--- config.mk ---
export PLATFORM = sky130hd
export DESIGN_NAME = instruction_fetch_controller
export DESIGN_NICKNAME = d
export VERILOG_FILES = /design/src/rtl/instruction_fetch_controller.sv
export SDC_FILE = /design/constraint.sdc
export NUM_CORES = 1
export LEC_CHECK = 0
export BUFFER_PORTS_ARGS = -buffer_cell sky130_fd_sc_hd__buf_2
export CORE_UTILIZATION = 40
export CTS_CLUSTER_DIAMETER = 120
export DETAILED_ROUTE_END_ITERATION = 6
export PLACE_DENSITY_LB_ADDON = 0.25
export SLEW_MARGIN = 20
export SYNTH_ARGS = -nofsm -noshare
export SYNTH_HDL_FRONTEND = slang
export SYNTH_SLANG_ARGS = --single-unit
export TNS_END_PERCENT = 50
--- constraint.sdc ---
create_clock -name Clock -period 1.77 [get_ports Clock]
set_clock_uncertainty 0.2 [all_clocks]
set_input_delay 0.354 -clock Clock [delete_from_list [all_inputs] [get_ports Clock]]
set_output_delay 0.354 -clock Clock [all_outputs]
set_load 0.02 [all_outputs]
--- src/rtl/instruction_fetch_controller.sv ---
// Instruction fetch sequencer: streams a program image into the instruction memory,
// then fetches from it into an instruction register with stall, branch and halt handling.
module instruction_fetch_controller #(
    parameter logic [15:0] RESET_PC  = 16'h0000,
    parameter logic [15:0] HALT_WORD = 16'hFFFF
) (
    input  logic        Clock,
    input  logic        Reset,
    input  logic        LoadValid,
    input  logic [15:0] LoadData,
    input  logic        LoadLast,
    output logic        LoadReady,
    input  logic        Start,
    input  logic        Stall,
    input  logic        BranchTaken,
    input  logic [15:0] BranchTarget,
    output logic [15:0] MemAddress,
    output logic [15:0] MemWriteData,
    output logic        MemWrite,
    input  logic [15:0] MemInstruction,
    output logic [15:0] PC,
    output logic [15:0] Instruction,
    output logic        InstrValid,
    output logic        Halted,
    output logic [1:0]  State
);

    typedef enum logic [1:0] {
        S_IDLE = 2'd0,
        S_LOAD = 2'd1,
        S_RUN  = 2'd2,
        S_HALT = 2'd3
    } state_t;

    state_t      state_q;
    logic [15:0] pc_q;
    logic [15:0] load_ptr_q;
    logic [15:0] instr_q;
    logic        instr_valid_q;
    logic        halted_q;

    // Memory port is shared: the load pointer owns it while loading, the PC otherwise.
    assign LoadReady    = (state_q == S_LOAD);
    assign MemWrite     = (state_q == S_LOAD) && LoadValid;
    assign MemAddress   = (state_q == S_LOAD) ? load_ptr_q : pc_q;
    assign MemWriteData = LoadData;

    assign PC          = pc_q;
    assign Instruction = instr_q;
    assign InstrValid  = instr_valid_q;
    assign Halted      = halted_q;
    assign State       = state_q;

    // NOTE: all state lives in one clocked block and uses non-blocking assignments,
    // so every register sees the values from before this edge regardless of order.
    always_ff @(posedge Clock) begin
        if (Reset) begin
            // NOTE: the program memory is external and deliberately not cleared;
            // a partial image survives reset and is simply overwritten by the next load.
            state_q       <= S_IDLE;
            pc_q          <= RESET_PC;
            load_ptr_q    <= RESET_PC;
            instr_q       <= 16'h0000;
            instr_valid_q <= 1'b0;
            halted_q      <= 1'b0;
        end else begin
            case (state_q)
                S_IDLE: begin
                    if (LoadValid) begin
                        state_q <= S_LOAD;
                    end else if (Start) begin
                        state_q <= S_RUN;
                        pc_q    <= RESET_PC;
                    end
                end
                S_LOAD: begin
                    if (LoadValid) begin
                        if (LoadLast) begin
                            state_q    <= S_IDLE;
                            load_ptr_q <= RESET_PC;
                        end else begin
                            load_ptr_q <= load_ptr_q + 16'd2;
                        end
                    end
                end
                S_RUN: begin
                    // Redirect beats stall; the halt check only applies to a word we would consume.
                    if (BranchTaken) begin
                        pc_q          <= BranchTarget & 16'hFFFE;
                        instr_valid_q <= 1'b0;
                    end else if (!Stall) begin
                        if (MemInstruction == HALT_WORD) begin
                            state_q       <= S_HALT;
                            halted_q      <= 1'b1;
                            instr_valid_q <= 1'b0;
                        end else begin
                            instr_q       <= MemInstruction;
                            instr_valid_q <= 1'b1;
                            pc_q          <= pc_q + 16'd2;
                        end
                    end
                end
                S_HALT: begin
                    state_q <= S_HALT;
                end
                default: begin
                    state_q <= S_IDLE;
                end
            endcase
        end
    end

endmodule

==> summary.md <==
| Metric | Value |
|---|---|
| Outcome | `complete, but fails checks` |
| Failing checks | `DRC, setup timing` |
| Worst hold stages | `3` |
| HPWL after DPL | `5410 um` |
| H-Tree Depth | `2` |
| ANT cells | `0` |
| Initial antenna violation count | `0` |
| Vias per Instance | `5.26` |
| Via count | `2,784` |
| Synth warn | `0` |
| Nets | `509` |
| P&R area growth vs syn | `46.2%` |
| Fin crit period | `2050 ps` |
| Clock transition at path regs | `90 ps` |
| IO buf count | `89` |
| Die W | `84.4 um` |
| RSZ-0062 raised after global routing | `yes` |
| Synthesized area per cell | `8.26 um^2` |
| Worst R2R Start | `State[1]$_SDFFE_PP0P_` |
| Starting Density | `42.1%` |
| DRC | `13` |
| Clk_lat worst skew | `300 ps` |
| CP max FO | `7` |
| Final Max Slew Viols | `0` |
| Crit Path Category | `register to output pin` |
| Core ar. | `6460 um^2` |
| Ports | `125` |
| Number of enable flip-flop cells after synthesis | `0` |
| Die area | `7120 um^2` |
| Finished Layout Cells | `529` |
| Hold Slack | `94.1 ps` |
| Post-DP Area | `3510 um^2` |
| Placed insts | `511` |
| Post-route ant nets | `0` |
| Vias in the first global route | `2,691` |
| Fmax | `0.487 GHz` |
| Global Route Usage Sum | `21.5%` |
| Net switching share of the total power | `25.8%` |
| Final Wtd Congestion | `0.786` |
| Max clock buf depth | `2` |
| Worst EP arrival | `1500 ps` |
| CTS Root Buffer Type | `clkbuf_8` |
| Share of layout cells above drive strength 1 | `43.8%` |
| Cells after Synth | `329` |
| Worst Setup End Kind | `output pin` |
| Number of buffers created by CTS | `5` |
| Final Cell Area | `3970 um^2` |
| First-pass GRT wire length | `12,300 um` |
| CTS tree | `yes` |
| Final WL | `7760 um` |
| Unique cell type count in the Yosys netlist | `53` |
| Reg2reg end | `PC[7]$_SDFFE_PP0P_` |
| Post-Place Setup Slack | `-305 ps` |
| Total power | `2.50 mW` |
| Worst Hold End | `Instruction[6]$_SDFFE_PP0P_` |
| Clock sink total | `50` |
| Req. time, crit path | `1220 ps` |
| Final WS setup | `-283 ps` |
| Sw Pwr | `0.645 mW` |
| TritonRoute pass-1 iters | `6` |
| Synthesis-stage register bit count | `50` |
| P_leak | `1.74 nW` |
| Largest net degree at the start of global routing | `27` |
| Hold WC Path Type | `primary input to register` |
| Cell row count | `29` |
| Sequential fraction of the synthesis area | `36.8%` |
| Ys flop type | `dfxtp_1` |
| PwrDens | `630 nW/um^2` |
| # setup viols final | `35` |
| Iter 0 DRT Violations | `135` |
| Async SR Flop Fraction | `0%` |
| Hold-fix buffers, CTS | `0` |
| Clock network power share | `32.9%` |
| R2R cell count | `6` |
| Syn Std Cell Area | `2720 um^2` |
| Crit path launch type | `register` |
| Cell internal pwr | `1.86 mW` |
| Total of max-cap violations | `0` |
| Gr ovfl total | `0` |
| DR WL/cell | `14.7 um` |
| HP Start | `MemInstruction[6]` |
| Sequential share of power | `46.5%` |
| Die Height | `84.4 um` |
| Final Hold Viols | `0` |
| Reg-to-reg slack, setup | `-130 ps` |
| Maximum VDD drop | `0.411 mV` |
| Logic pwr share | `20.6%` |
| Final period util | `116%` |
==> power by group through the flow <==
stage / registers (mW) / logic [mW] / clock network (mW)
after global routing: 1.17 / 0.550 / 0.885
final: 1.16 / 0.516 / 0.823
after floorplan: 1.22 / 0.255 / 0
after CTS: 1.16 / 0.479 / 0.842
after detailed placement: 1.19 / 0.414 / 0
after global placement: 1.19 / 0.409 / 0
==> cell type report <==
type,instances,area [um^2]
clock buffers,6,82.6
inverters,5,21.3
multi-input cells,241,1620
fillers,566,2490
repair buffers,149,1110
flip-flops and latches,50,1010
clock inverters,1,30.0
well taps,77,96.3
==> metal layers <==
metal	GRT usage [%]	up-vias	share of wire [%]
li1	-	1389	-
met1	25.9	1304	43
met2	38.8	81	50
met3	4.33	10	5.6
met4	5.86	0	0.99
met5	0	-	0
==> cell usage after synthesis, types with 3 or more instances <==
cell | number | area share [%]
nand2_1 | 52 | 7.2
dfxtp_1 | 50 | 37
nor2_1 | 30 | 4.1
a21oi_1 | 29 | 5.3
buf_4 | 20 | 5.5
mux2_2 | 14 | 5.8
nand2b_1 | 11 | 2.5
nand4_1 | 10 | 2.3
xor2_1 | 10 | 3.2
nand3_1 | 9 | 1.7
clkbuf_1 | 8 | 1.1
o21ai_0 | 8 | 1.5
xnor2_1 | 7 | 2.3
o221ai_1 | 6 | 1.9
buf_2 | 5 | 0.92
inv_1 | 4 | 0.55
nor3_1 | 4 | 0.74
a211oi_1 | 3 | 0.83
a31oi_1 | 3 | 0.69
and4_1 | 3 | 0.97
nor2b_1 | 3 | 0.69
o31a_1 | 3 | 0.97
==> stage by stage <==
stage / utilization, % / setup TNS, ps
6_report: 61.5 / -5360
5_1_grt: 61.5 / -8350
4_1_cts: 59.4 / -5490
3_5_place_dp: 54.3 / -7030
3_3_place_gp: 54.3 / -6510
2_1_floorplan: - / -724
==> placed cells by master, fill, tap and decap left out, types with 2 or more instances in the layout <==
cell type,Yosys,routed
a211oi_1,3,3
a21oi_1,29,26
a21oi_2,1,4
a31oi_1,3,3
and4_1,3,3
buf_12,0,5
buf_2,5,73
buf_4,20,46
buf_6,1,23
clkbuf_8,0,6
conb_1,1,2
dfxtp_1,50,44
dfxtp_2,0,4
dfxtp_4,0,2
ha_1,2,2
inv_1,4,4
mux2_4,0,14
nand2_1,52,49
nand2_4,0,2
nand2b_1,11,10
nand3_1,9,8
nand4_1,10,10
nor2_1,30,29
nor2b_1,3,2
nor3_1,4,3
nor3_2,1,2
nor3b_1,2,2
nor4_1,2,2
nor4_4,2,2
o21ai_0,8,6
o21ai_1,1,2
o221ai_1,6,6
o2bb2ai_1,2,2
o31a_1,3,3
or3b_4,0,2
xnor2_1,7,7
xor2_1,10,10
==> state kept, by name, indices dropped and copies added (netlist names) <==
name	flops
State	2
Halted	1
InstrValid	1
PC	15
load_ptr_q	15
Instruction	16
==> kinds of logic (layout without fill, tap and decap cells) <==
logic type      count (synthesis)  count (layout)  synth area share, %
buf+inv                        39             161                 8.66
compound gates                 66              66                 15.8
mux                            15              15                 6.17
simple gates                  139             139                 26.0
other cells                     1               2                0.138
flops                          50              50                 36.8
fa+ha+maj                       2               2                0.921
xor+xnor                       17              17                 5.48
==> critical path, cell delays in order, from the launching register on <==
cell and delay, ps:
dfxtp_4 360, nor2b_4 210, clkbuf_16 190, mux2_4 300, buf_6 130
==> worst max path at each step <==
stage / start / endpoint / depth (start not counted)
6_report: State[0]$_SDFFE_PP0P_ / MemAddress[10] / 4
3_5_place_dp: MemInstruction[12] / Instruction[0]$_SDFFE_PP0P_ / 8
4_1_cts: State[0]$_SDFFE_PP0P_ / MemAddress[15] / 4
2_1_floorplan: MemInstruction[5] / Instruction[1]$_SDFFE_PP0P_ / 7
5_1_grt: State[0]$_SDFFE_PP0P_ / MemAddress[10] / 4
3_3_place_gp: MemInstruction[5] / Instruction[10]$_SDFFE_PP0P_ / 8
==> timing repair <==
item	4_1_cts	5_1_grt
pin swaps	3	2
setup buffers	2	7
resized for setup	51	20
setup endpoints to repair	24	54
cloned	1	1
No activity file was read; power rests on OpenSTA's default activity.
